File: src/rtl/plic_gateway.sv
// PLIC interrupt gateway: synchronises raw sources, counts edges or follows levels,
// and runs a per-source IDLE/PEND/CLAIM handshake with the PLIC core.
//
// state    | meaning
// ---------+----------------------------------------------------------
// ST_IDLE  | no request outstanding; waiting for level high or cnt != 0
// ST_PEND  | request presented on pend_o; waiting for a claim of this ID
// ST_CLAIM | claimed by the core; waiting for the matching completion
module plic_gateway #(
    parameter int SRC_NUM   = 32,
    parameter int CNT_WIDTH = 4,
    localparam int ID_WIDTH = $clog2(SRC_NUM+1)
) (
    input  logic                clk_i,
    input  logic                rst_i,
    input  logic [SRC_NUM-1:0]  src_i,
    input  logic [SRC_NUM-1:0]  edge_en_i,
    input  logic                claim_i,
    input  logic [ID_WIDTH-1:0] claim_id_i,
    input  logic                complete_i,
    input  logic [ID_WIDTH-1:0] complete_id_i,
    output logic [SRC_NUM-1:0]  pend_o,
    output logic [SRC_NUM-1:0]  ovf_o
);

    localparam logic [1:0] ST_IDLE  = 2'd0;
    localparam logic [1:0] ST_PEND  = 2'd1;
    localparam logic [1:0] ST_CLAIM = 2'd2;

    localparam logic [CNT_WIDTH-1:0] CNT_MAX = '1;
    localparam logic [CNT_WIDTH-1:0] CNT_ONE = CNT_WIDTH'(1);

    logic [SRC_NUM-1:0]   s1_q, s2_q, s3_q;
    logic [2:0]           vld_q;
    logic [SRC_NUM-1:0]   rise;
    logic [SRC_NUM-1:0]   claim_hit, cmpl_hit, dec;
    logic [1:0]           state_q [SRC_NUM];
    logic [1:0]           state_d [SRC_NUM];
    logic [CNT_WIDTH-1:0] cnt_q   [SRC_NUM];
    logic [CNT_WIDTH-1:0] cnt_d   [SRC_NUM];
    logic [SRC_NUM-1:0]   pend_q, pend_d;
    logic [SRC_NUM-1:0]   ovf_q, ovf_d;

    // s3 only holds a real sample three edges after reset; until then a
    // source held high through reset must not look like a fresh rise.
    assign rise = s2_q & ~s3_q & {SRC_NUM{vld_q[2]}};

    always_comb begin
        claim_hit = '0;
        cmpl_hit  = '0;
        for (int k = 0; k < SRC_NUM; k++) begin
            claim_hit[k] = claim_i    && (claim_id_i    == ID_WIDTH'(k + 1));
            cmpl_hit[k]  = complete_i && (complete_id_i == ID_WIDTH'(k + 1));
        end
    end

    always_comb begin
        dec    = '0;
        pend_d = '0;
        ovf_d  = '0;
        for (int k = 0; k < SRC_NUM; k++) begin
            state_d[k] = state_q[k];
            cnt_d[k]   = cnt_q[k];
            dec[k]     = claim_hit[k] && (state_q[k] == ST_PEND) && (cnt_q[k] != '0);

            // A rise coinciding with a claim decrement nets to no change.
            if (!edge_en_i[k]) begin
                cnt_d[k] = '0;
            end else if (rise[k] && !dec[k]) begin
                if (cnt_q[k] == CNT_MAX) begin
                    ovf_d[k] = 1'b1;
                end else begin
                    cnt_d[k] = cnt_q[k] + CNT_ONE;
                end
            end else if (dec[k] && !rise[k]) begin
                cnt_d[k] = cnt_q[k] - CNT_ONE;
            end

            case (state_q[k])
                ST_IDLE: begin
                    if (edge_en_i[k] ? (cnt_q[k] != '0) : s2_q[k]) begin
                        state_d[k] = ST_PEND;
                    end
                end
                ST_PEND: begin
                    if (claim_hit[k]) begin
                        state_d[k] = ST_CLAIM;
                    end
                end
                ST_CLAIM: begin
                    if (cmpl_hit[k]) begin
                        state_d[k] = ST_IDLE;
                    end
                end
                default: state_d[k] = ST_IDLE;
            endcase

            pend_d[k] = (state_d[k] == ST_PEND);
        end
    end

    always_ff @(posedge clk_i) begin
        if (rst_i) begin
            s1_q   <= '0;
            s2_q   <= '0;
            s3_q   <= '0;
            vld_q  <= '0;
            pend_q <= '0;
            ovf_q  <= '0;
            for (int k = 0; k < SRC_NUM; k++) begin
                state_q[k] <= ST_IDLE;
                cnt_q[k]   <= '0;
            end
        end else begin
            s1_q   <= src_i;
            s2_q   <= s1_q;
            s3_q   <= s2_q;
            vld_q  <= {vld_q[1:0], 1'b1};
            pend_q <= pend_d;
            ovf_q  <= ovf_d;
            for (int k = 0; k < SRC_NUM; k++) begin
                state_q[k] <= state_d[k];
                cnt_q[k]   <= cnt_d[k];
            end
        end
    end

    assign pend_o = pend_q;
    assign ovf_o  = ovf_q;

endmodule

File: config.mk
export PLATFORM = sky130hd
export DESIGN_NAME = plic_gateway
export DESIGN_NICKNAME = d
export VERILOG_FILES = /design/src/rtl/plic_gateway.sv
export SDC_FILE = /design/constraint.sdc
export NUM_CORES = 1
export LEC_CHECK = 0
export ABC_AREA = 1
export ABC_CLOCK_PERIOD_IN_PS = 2600
export BUFFER_PORTS_ARGS = -buffer_cell sky130_fd_sc_hd__clkbuf_2
export CELL_PAD_IN_SITES_DETAIL_PLACEMENT = 1
export CELL_PAD_IN_SITES_GLOBAL_PLACEMENT = 2
export CORE_ASPECT_RATIO = 0.75
export CORE_MARGIN = 1.5
export CORE_UTILIZATION = 35
export CTS_CLUSTER_DIAMETER = 80
export CTS_CLUSTER_SIZE = 30
export DETAILED_ROUTE_END_ITERATION = 6
export MAX_ROUTING_LAYER = met4
export PLACE_DENSITY = 0.86
export SYNTH_ARGS = -nofsm -noshare
export SYNTH_HDL_FRONTEND = slang
export SYNTH_SLANG_ARGS = --single-unit
export TNS_END_PERCENT = 1
File: constraint.sdc
create_clock -name clk_i -period 2.6 [get_ports clk_i]
set_input_delay 0.39 -clock clk_i [delete_from_list [all_inputs] [get_ports clk_i]]
set_output_delay 0.39 -clock clk_i [all_outputs]
set_load 0.1 [all_outputs]
After elaboration in Yosys (flattened, before gate mapping)
Memory sizes are Yosys's and may differ from the RTL's.
Cells that the tools add are included.
- register bits: 163
- word-level logic and storage cells: 1167
- input bits: 80
- RAM bits: 192
- output and inout port bits: 64
- memories kept: 2
- memories (name ; depth ; width ; read ports ; clocked after memory_dff ; write ports ; line ; source):
    cnt_q ; 32 ; 4 ; 32 ; 0 ; 32 ; 39 ; logic [CNT_WIDTH-1:0] cnt_q [SRC_NUM];
    state_q ; 32 ; 2 ; 32 ; 0 ; 32 ; 37 ; logic [1:0] state_q [SRC_NUM];
- equality and inequality tests: 192
- add/sub/neg operators: 64
- bitwise gates (word level): 131
- muxes and demuxes: 388
- reductions and logical operators: 352
- operators with widths (cell ; number):
    two-way mux 4 bit ; 160
    two-way mux 2 bit ; 128
    == test 6 x 5 -> 1 bit, second input constant ; 32
    logical AND 1 bit ; 192
    case mux 2 bit (3 select lines) ; 32
    adder 4 x 1 -> 4 bit, second input constant ; 32
    == test 2 x 1 -> 1 bit, second input constant ; 64
    == test 4 bit, second input constant ; 32
    nonzero test 4 bit ; 32
    subtractor 4 x 1 -> 4 bit, second input constant ; 32
    == test 6 x 4 -> 1 bit, second input constant ; 16
    OR reduction 3 bit ; 32
    two-way mux 1 bit ; 68
    bitwise AND 32 bit ; 2
    == test 2 bit, second input constant ; 32
    logical NOT 1 bit ; 64
    logical NOT 2 bit ; 32
    inverter 1 bit ; 64
    bitwise OR 1 bit ; 64
    == test 6 x 3 -> 1 bit, second input constant ; 8
    inverter 32 bit ; 1
    == test 6 x 2 -> 1 bit, second input constant ; 4
    == test 6 x 1 -> 1 bit, second input constant ; 2
    == test 6 bit, second input constant ; 2

Longest topological paths before layout
Gate-level depths: netlist of run 1.
- depth in word-level cells: 9
- depth in mapped cells: 15
- gate-level depth less buffers: 15

Worst setup path after synthesis of run 1
No wires, ideal clock.
- path type: register -> register
- start: reg vld_q[2]
- end: mem cnt_q[5][3], in the netlist cnt_q[0][23]
- cell stages (with the launch flop): 12
- library setup time: 0.117 ns
- required time: 2.483 ns
- path buffers: 1
- arrival time: 1.833 ns
- period minus slack after synthesis: 1.950 ns
- path slack: 0.650 ns
- cells stage by stage: dfxtp_1 inv_2 buf_2 nor3_1 nand2_1 ha_1 nand2_1 nand3b_1 nand3_1 nand2_1 nor2_1 nor2_1
- RTL lines (element ; line ; source):
    start: declaration ; 34 ; logic [2:0] vld_q;
    start signal: assignment ; 118 ; vld_q <= {vld_q[1:0], 1'b1};
    end: declaration ; 39 ;

Worst setup path after layout of run 1
- start: reg vld_q[2]
- end: reg ovf_q[26], in the netlist ovf_o[26]
- longest elaborated chain between the ends: 4
- ends and longest elaborated chain (element ; line ; source):
    bitwise AND 32 bit ; 46 ; assign rise = s2_q & ~s3_q & {SRC_NUM{vld_q[2]}};
    logical AND 1 bit ; 69 ; end else if (rise[k] && !dec[k]) begin
    inverter 1 bit (no source line) ; n/a ;
    OR reduction 3 bit (no source line) ; n/a ;
    end signal: assignment ; 120 ; ovf_q <= ovf_d;
    end: declaration ; 42 ; logic [SRC_NUM-1:0] ovf_q, ovf_d;
No other way between the ends.
A chain may end at the register's enable or synchronous reset.

==> results.md, run 1 <==
- Max_slew headroom: 36.7%
- Worst hold-check path type: primary input to flip-flop
- Post-synth ARST share: 0%
- Critical Path RT: 3.10 ns
- Post-route minimum period: 2.22 ns
- # IOs: 144
- Critical path class: flip-flop to flip-flop
- Worst-Skew Late Latency: 0.56 ns
- CTS resizes: 0
- DRT iter0 DRCs: 725
- Share of cells above drive strength 1: 13.5%
- Initial Utilization: 35.3%
- Startpoint Class: flip-flop
- Core ar.: 0.0513 mm^2
- Final Hold Fails: 0
- Fmax: 451 MHz
- Final setup fails: 0
- Global-route wire length before repair: 89,200 um
- NumNets Final: 2,901
- Grt total ovfl: 0
- Most used DFF post-synth: dfxtp_1
- Vias per cell: 5.01
- TritonCTS clock tree: done
- Area after DPL: 0.0202 mm^2
- Post-synth EDFFs: 0
- Hold Crit Depth: 3
- Cell area after layout: 0.0212 mm^2
- Final Max Slew Viols: 0
- Max-cap violation count: 0
- P&R area growth vs syn: 16.9%
- Reg power frac: 51.0%
- R2R depth: 7
- Post-synthesis net count: 2,678
- Critical Path Fanout Max: 15
- Synth top area share: 39.2%
- Clock transition at path regs: 0.09 ns
- Drt drc: 0
- RSZ-0062 raised after global routing: no
- Area leader, netlist: dfxtp_1
- Clock power share: 37.8%
- Lkg Pwr: 9.28 nW
- Die Width: 266 um
- Post-route ant nets: 0
- Reg2reg start: vld_q[2]$_SDFF_PP0_
- Tot GR Track Use: 21.2%
- Drt total wl: 54,800 um
- Sw frac: 29.1%
- Top cells by area, synth: dfxtp_1 39%, inv_1 8.6%, nand2_1 7.3%
- Largest net degree at the start of global routing: 46
- H-tree Lvls: 1
- Initial antenna violation count: 4
- Hold path start: src_i[4]
- Seq/Total Area, Yosys: 39.2%
- Post-CTS setup repair buffer count: 0
- Count leader, synth: inv_1
- Part of the power in combinational logic: 11.2%
- FF+latch count, synth: 355
- Die ar.: 0.0532 mm^2
- Number of buffers created by CTS: 23
- Clock sink count: 355
- Yosys warns: 0
- CP arrival: 2.71 ns
- DP Wirelength: 43,200 um
- Flop2flop setup slack: 0.38 ns
- Cell count after synthesis: 2,534
- Period utilisation layout: 85.2%
- Peak supply drop: 0.408 mV
- Final core occ: 41.3%
- Sw power: 3.23 mW
- Hold Path End: s1_q[4]$_SDFF_PP0_
- Power Density: 524 mW/mm^2
- CTS Buffer Depth: 3
- Critical path capture point type: flip-flop
- GP Congestion: 0.886
- Synth cell types: 38
- Drt first pass iters: 4
- Vias: 17,200
- Syn avg cell area: 7.15 um^2
- Die H: 200 um
- Post-synth top cells: 416 x inv_1, 355 x dfxtp_1, 354 x nand2_1
- Mapped Area: 0.0181 mm^2
- Internal power: 7.87 mW
- Root Driver: clkbuf_16
- Post-Route Skew: 0.0206 ns
- IO buf count: 143
- Slew @ Worst Pin: 0.941 ns
- Reg2reg end: ovf_o[26]$_SDFF_PP0_
- Routed WL per cell: 15.9 um
- Status: finished clean
- # rows: 72
- Vias in the first global route: 17,600
[registers in the layout (all words and copies together), names as in the netlist]
signal   cells
cnt_q      128
state_q     64
ovf_o       32
pend_o      32
s1_q        32
s2_q        32
s3_q        32
vld_q        3
[cells in the final DEF, fill, tap and decap left out, types with 8 or more instances in the layout]
cell type      instances
inv_1                416
dfxtp_1              355
nand2_1              354
nor2_1               308
a21oi_1              210
nand3_1              195
o21ai_0              173
clkbuf_2             142
buf_4                 73
nand3b_1              64
ha_1                  64
nand2_2               44
nor3_1                42
nand4_1               38
a211oi_1              34
xnor2_1               32
o21bai_1              32
nor4_1                25
or2_1                 23
clkbuf_16             23
inv_2                 15
dlygate4sd3_1         13
nand4_4               12
nor2_4                11
buf_12                 9
or2_0                  8
o21ai_1                8
[cell type report]
cell class | instances | area, um^2
diodes | 4 | 10.0
inverters | 432 | 1620
fillers | 6509 | 30200
clock buffers | 24 | 579
repair buffers | 238 | 1580
well taps | 666 | 833
clock inverters | 17 | 238
multi-input cells | 1707 | 9230
flip-flops and latches | 355 | 7110
[metal layers]
| metal | up-vias | share of wire, % | track usage (%) |
|---|---|---|---|
| met3 | 57 | 3.7 | 3.05 |
| met4 | 0 | 1.7 | 4.04 |
| met1 | 8256 | 48 | 27.5 |
| li1 | 8716 | - | - |
| met2 | 209 | 46 | 35.5 |
| met5 | - | 0 | - |
[critical path, stage by stage, from the launching register on]
cell	delay [ns]
dfxtp_1	0.33
inv_2	0.06
buf_12	0.16
nor3_1	0.31
nand2_1	0.17
buf_4	0.18
nor4_1	0.71
buf_4	0.23
[through the flow]
stage	power, mW	std cells	TNS [ns]	hold WS (ns)	setup slack, ns
2_1_floorplan	6.61	2534	0	0.388	0.650
4_1_cts	11.3	3439	0	0.00253	0.427
6_report	11.1	3443	0	0.0233	0.384
5_1_grt	11.6	3443	0	0.0149	0.146
3_5_place_dp	7.02	3385	-0.00863	0.396	-0.00863
3_3_place_gp	6.99	3385	0	0.391	0.194
[power groups by stage]
| stage | Clock (mW) | Sequential [mW] | Combinational (mW) |
|---|---|---|---|
| after global placement | 0 | 5.79 | 1.20 |
| after detailed placement | 0 | 5.79 | 1.23 |
| after CTS | 4.35 | 5.67 | 1.25 |
| final | 4.20 | 5.67 | 1.24 |
| after global routing | 4.56 | 5.69 | 1.35 |
| after floorplan | 0 | 6.09 | 0.529 |
[worst max-delay path by stage]
stage / from / to / slack [ns]
floorplan: vld_q[2]$_SDFF_PP0_ / cnt_q[0][23]$_SDFFE_PP0P_ / 0.65
global placement: claim_id_i[4] / cnt_q[0][10]$_SDFFE_PP0P_ / 0.19
detailed placement: claim_id_i[4] / cnt_q[0][10]$_SDFFE_PP0P_ / -0.009
CTS: vld_q[2]$_SDFF_PP0_ / cnt_q[1][39]$_SDFFE_PP0P_ / 0.43
global route: vld_q[2]$_SDFF_PP0_ / cnt_q[1][39]$_SDFFE_PP0P_ / 0.15
finish: vld_q[2]$_SDFF_PP0_ / ovf_o[26]$_SDFF_PP0_ / 0.38
[kinds of logic after synthesis]
group | share of synthesized area (%)
and+or+nand+nor | 31.0
buffers and inverters | 9.92
AOI/OAI and AO/OA | 13.9
DFF | 39.2
adders and majority gates | 4.42
xor gates and xnor gates | 1.55
[timing repair]
item | in CTS | in global routing
hold buffers | 13 | 0
endpoints found under the setup margin | 0 | 0
endpoints found under the hold margin | 13 | 0
Power figures use the tool's default switching activity.
==> inputs of run 2 (changes only) <==
--- a/config.mk
+++ b/config.mk
@@ -16,6 +16,7 @@
 export CTS_CLUSTER_DIAMETER = 80
 export CTS_CLUSTER_SIZE = 30
 export DETAILED_ROUTE_END_ITERATION = 6
+export GPL_TIMING_DRIVEN = 0
 export MAX_ROUTING_LAYER = met4
 export PLACE_DENSITY = 0.86
 export SYNTH_ARGS = -nofsm -noshare
==> results.md, run 2 (synthesis results as in run 1) <==
- Tot GR Track Use: 23.0%
- Max Used Layer: met4
- Startpoint Class: flip-flop
- Sequential cell area: 0.00711 mm^2
- Routed length on met3: 2860 um
- Post-Route Skew: 0.0327 ns
- Vias per cell: 5.12
- Critical Path RT: 3.09 ns
- Share of cells above drive strength 1: 11.4%
- Area of the multi-input gates: 0.00931 mm^2
- Area after DPL: 0.0197 mm^2
- GP Congestion: 0.874
- # rows: 72
- Max_slew headroom: 16.4%
- Critical Path Max Stage Delay: 0.49 ns
- Power Density: 536 mW/mm^2
- Most flop-heavy register: cnt_q
- DRT iter0 DRCs: 893
- Reg2reg start: vld_q[2]$_SDFF_PP0_
- Most frequent cells in the layout: 416 x inv_1, 355 x dfxtp_1, 354 x nand2_1
- Critical path capture point type: flip-flop
- IO buf count: 142
- NumNets Final: 2,859
- Fmax: 393 MHz
- Period utilisation layout: 97.9%
- Drt total wl: 59,800 um
- Global-route wire length before repair: 93,500 um
- Slowest cell on the critical path: nor3_1
- Die Width: 266 um
- WL met1: 28,600 um
- Initial antenna violation count: 5
- Worst-Skew Late Latency: 0.58 ns
- Most common cell after layout, fill and taps aside: inv_1
- Status: finished clean
- Worst Setup SP: vld_q[2]$_SDFF_PP0_
- Post-route ant nets: 0
- CP endpoint: cnt_q[1][43]$_SDFFE_PP0P_
- Number of buffers created by CTS: 23
- Drt drc: 0
- Hold Crit Depth: 3
- Slew @ Worst Pin: 1.25 ns
- DP Wirelength: 46,400 um
- H-tree Lvls: 1
- Critical Path Fanout Max: 10
- Lkg Pwr: 8.90 nW
- Worst hold-check path type: primary input to flip-flop
- CTS Buffer Depth: 3
- WL met2: 27,200 um
- Root Driver: clkbuf_16
- Grt total ovfl: 0
- RSZ-0062 raised after global routing: yes
- CP Cell Sequence: inv_2, buf_2, nor3_1, nand2_1, ha_1, nand2_1, nand3b_1, nand3_1, nand3_1, nand2_1, inv_1
- Vias in the first global route: 17,200
- Cell area after layout: 0.0207 mm^2
- Vias: 17,400
- Final Hold Fails: 0
- Final setup fails: 0
- Die ar.: 0.0532 mm^2
- Initial Utilization: 35.3%
- R2R depth: 11
- Peak supply drop: 0.379 mV
- Max-cap violation count: 0
- Drt first pass iters: 6
- Reg2reg end: cnt_q[1][43]$_SDFFE_PP0P_
- Core ar.: 0.0513 mm^2
- Clock sink count: 355
- TritonCTS clock tree: done
- Critical path class: flip-flop to flip-flop
- Max reg flops: 128
- P&R area growth vs syn: 14.3%
- Final Max Slew Viols: 0
- Die H: 200 um
- CP arrival: 3.03 ns
- Post-route minimum period: 2.54 ns
- Total chip power: 11.1 mW
- Largest net degree at the start of global routing: 27
- Clock transition at path regs: 0.11 ns
- Filler cells: 6,538
- Routed WL per cell: 17.6 um
- Regs by FF count: cnt_q: 128 flops, state_q: 64 flops
- # IOs: 144
- Most common cell on crit path: nand2_1
- Flop2flop setup slack: 0.06 ns
-- run 2: routing by layer --
layer	GRT usage (%)	vias up
li1	-	8641
met1	30.4	8421
met2	37.3	301
met3	3.40	60
met4	4.82	0
met5	-	-
-- run 2: worst min-delay path by stage --
stage,startpoint,endpoint,slack [ns]
after floorplan,s1_q[0]$_SDFF_PP0_,s2_q[0]$_SDFF_PP0_,0.39
after global placement,s1_q[19]$_SDFF_PP0_,s2_q[19]$_SDFF_PP0_,0.39
after detailed placement,s1_q[29]$_SDFF_PP0_,s2_q[29]$_SDFF_PP0_,0.40
after CTS,src_i[8],s1_q[8]$_SDFF_PP0_,0.01
after global routing,src_i[11],s1_q[11]$_SDFF_PP0_,0.02
final,src_i[11],s1_q[11]$_SDFF_PP0_,0.02
-- run 2: layout make-up --
class | instances | area share [%]
clock inverter | 13 | 1.01
clock buffer | 27 | 2.85
sequential | 355 | 34.3
tap | 666 | 4.02
multi-input combinational | 1707 | 44.9
buffer | 40 | 0.852
timing repair buffer | 156 | 4.11
inverter | 432 | 7.83
antenna | 6 | 0.0725
-- run 2: what timing repair did --
| action | in CTS | in global routing |
|---|---|---|
| endpoints found under the setup margin | 0 | 26 |
| hold buffers | 14 | 0 |
| gates resized for setup | 0 | 18 |
| buffers inserted | 0 | 0 |
| hold endpoints to repair | 14 | 0 |
-- run 2: stage by stage --
| stage | TNS [ns] | hold WS (ns) | setup WS (ns) | util (%) | std cells |
|---|---|---|---|---|---|
| after floorplan | 0 | 0.388 | 0.650 | - | 2534 |
| after global placement | 0 | 0.391 | 0.0430 | 38.3 | 3342 |
| after detailed placement | -0.0604 | 0.398 | -0.0398 | 38.3 | 3342 |
| after CTS | 0 | 0.0121 | 0.0409 | 40.1 | 3396 |
| after global routing | -0.820 | 0.0166 | -0.157 | 40.3 | 3401 |
| final | 0 | 0.0240 | 0.0558 | 40.3 | 3402 |
-- run 2: worst max-delay path: cells and delay by family (launching register included) --
kind                     cells  cell delay (ns)
AND/OR/NAND/NOR              7             1.28
adder cells (fa/ha/maj)      1             0.42
buffers and inverters        3             0.40
flip-flops                   1             0.34
-- run 2: power by group --
group          switching [mW]  internal (mW)  leakage, nW  total, mW
registers              0.0756           5.59         2.89       5.67
clock network            2.30           1.88        0.387       4.18
logic                   0.979          0.282         5.62       1.26
==> inputs of run 3 (changes only) <==
--- a/config.mk
+++ b/config.mk
@@ -10,7 +10,6 @@
 export BUFFER_PORTS_ARGS = -buffer_cell sky130_fd_sc_hd__clkbuf_2
 export CELL_PAD_IN_SITES_DETAIL_PLACEMENT = 1
 export CELL_PAD_IN_SITES_GLOBAL_PLACEMENT = 2
-export CORE_ASPECT_RATIO = 0.75
 export CORE_MARGIN = 1.5
 export CORE_UTILIZATION = 35
 export CTS_CLUSTER_DIAMETER = 80
@@ -18,7 +17,7 @@
 export DETAILED_ROUTE_END_ITERATION = 6
 export GPL_TIMING_DRIVEN = 0
 export MAX_ROUTING_LAYER = met4
-export PLACE_DENSITY = 0.86
+export PLACE_DENSITY = 0.9
 export SYNTH_ARGS = -nofsm -noshare
 export SYNTH_HDL_FRONTEND = slang
 export SYNTH_SLANG_ARGS = --single-unit
==> results.md, run 3 (synthesis results as in run 1) <==
- Routing usage on met2: 38.0%
- Critical Path Fanout Max: 10
- Filler cells: 6,553
- Internal power: 7.92 mW
- Final setup fails: 0
- P&R area growth vs syn: 14.4%
- Vias in the first global route: 17,400
- Worst hold-check path type: primary input to flip-flop
- Inst Count DP: 3,356
- Die Width: 231 um
- M3 GR Usage: 4.00%
- Post-route minimum period: 2.49 ns
- Period utilisation layout: 95.8%
- Die ar.: 0.0532 mm^2
- Share of cells above drive strength 1: 11.2%
- Number of buffers created by CTS: 25
- Clock transition at path regs: 0.09 ns
- Drt drc: 0
- Routed WL per cell: 17.2 um
- Final Hold Fails: 0
- Critical Path RT: 3.06 ns
- Fmax: 402 MHz
- Sw frac: 29.6%
- Initial Utilization: 35.4%
- Root Driver: clkbuf_16
- RSZ-0062 raised after global routing: yes
- Reg power frac: 50.4%
- Clock sink count: 355
- TritonCTS clock tree: done
- Startpoint Class: flip-flop
- Drt first pass iters: 5
- Grt total ovfl: 0
- Slew @ Worst Pin: 1.31 ns
- Sw power: 3.32 mW
- Regs by FF count: cnt_q: 128 flops, state_q: 64 flops
- Post-Route Skew: 0.0223 ns
- Drt total wl: 58,700 um
- Most flop-heavy register: cnt_q
- Part of the power in combinational logic: 11.3%
- Clock power share: 38.3%
- PnR worst setup slack: 0.110 ns
- Initial antenna violation count: 3
- Max_slew headroom: 12.9%
- Worst-Skew Late Latency: 0.58 ns
- NumNets Final: 2,862
- GP Congestion: 0.876
- Global-route wire length before repair: 91,700 um
- Lkg Pwr: 8.92 nW
- IO buf count: 142
- Critical path capture point type: flip-flop
- H-tree Lvls: 1
- Fin cells: 3,419
- Power Density: 542 mW/mm^2
- # rows: 83
- Post-CTS setup repair buffer count: 0
- Grt met1 use: 26.9%
- Status: finished clean
- DP Wirelength: 45,400 um
- # IOs: 144
- Max-cap violation count: 0
- Post-route ant nets: 0
- DRT iter0 DRCs: 768
- Largest net degree at the start of global routing: 25
- Tot GR Track Use: 22.4%
- Final Max Slew Viols: 0
- Vias: 17,400
- Busiest grt layer: met2
- Core ar.: 0.0512 mm^2
- CP arrival: 2.95 ns
- Most frequent cells in the layout: 416 x inv_1, 355 x dfxtp_1, 354 x nand2_1
- Max reg flops: 128
- CTS Buffer Depth: 3
- Critical path class: flip-flop to flip-flop
- Pre-CTS setup slack: -0.0213 ns
- Setup TNS: 0 ns
- Peak supply drop: 0.521 mV
- Vias per cell: 5.09
- Most common cell after layout, fill and taps aside: inv_1
- Die H: 231 um
- Total chip power: 11.2 mW
[run 3: changes by cell type in the layout (fill, tap and decap cells not counted), moves of 3 or more]
cell and change:
clkbuf_1 -3, nor3_1 +11, diode_2 -3, inv_6 +6, nor3_2 -11
[run 3: power by group through the flow]
stage	sequential [mW]	combinational, mW	clock (mW)
finish	5.66	1.27	4.31
detailed placement	5.79	1.24	0
global route	5.68	1.37	4.64
global placement	5.79	1.21	0
floorplan	6.09	0.529	0
CTS	5.66	1.26	4.44
[run 3: timing repair]
| action | 4_1_cts | 5_1_grt |
|---|---|---|
| endpoints found under the setup margin | 0 | 16 |
| hold buffers | 15 | 0 |
| resized for setup | 0 | 7 |
| endpoints found under the hold margin | 15 | 0 |
[run 3: per-layer routing]
layer | part of all wire [%] | vias to the layer above | routed length (um)
li1 | - | 8624 | -
met1 | 44 | 8381 | 25700
met3 | 4.9 | 93 | 2890
met4 | 3.1 | 0 | 1830
met5 | 0 | - | 0
met2 | 48 | 312 | 28200
[run 3: area by class of cell]
| type | instances | area [um^2] | area share, % |
|---|---|---|---|
| inverter | 432 | 1620 | 7.82 |
| antenna | 3 | 7.51 | 0.0362 |
| buffer | 40 | 176 | 0.851 |
| multi-input combinational | 1707 | 9260 | 44.6 |
| clock buffer | 28 | 657 | 3.17 |
| tap | 680 | 851 | 4.10 |
| clock inverter | 17 | 201 | 0.971 |
| sequential | 355 | 7110 | 34.3 |
| timing repair buffer | 157 | 861 | 4.15 |
[run 3: stage by stage]
| step | cell area (um^2) | utilization [%] | hold slack (ns) |
|---|---|---|---|
| after floorplan | 18100 | - | 0.388 |
| final | 20700 | 40.5 | 0.0215 |
| after CTS | 20700 | 40.4 | 0.00411 |
| after global routing | 20700 | 40.5 | 0.0122 |
| after global placement | 19700 | 38.5 | 0.392 |
| after detailed placement | 19700 | 38.5 | 0.397 |
[run 3: final timing paths]
kind | start | end | slack, ns | depth (start not counted)
setup / recovery | vld_q[2]$_SDFF_PP0_ | cnt_q[0][51]$_SDFFE_PP0P_ | 0.11 | 11
hold / removal | src_i[2] | s1_q[2]$_SDFF_PP0_ | 0.02 | 3
setup reg to reg | vld_q[2]$_SDFF_PP0_ | cnt_q[0][51]$_SDFFE_PP0P_ | 0.11 | 11
hold reg to reg | s1_q[5]$_SDFF_PP0_ | s2_q[5]$_SDFF_PP0_ | 0.40 | 2
[run 3: critical path: stages, from the launching register on]
cell	delay, ns
dfxtp_1	0.33
inv_2	0.06
buf_2	0.23
nor3_1	0.60
nand2_2	0.20
ha_1	0.39
nand2_1	0.08
nand3b_1	0.18
nand3_1	0.10
nand2_1	0.05
nor2_1	0.09
nor2_1	0.05
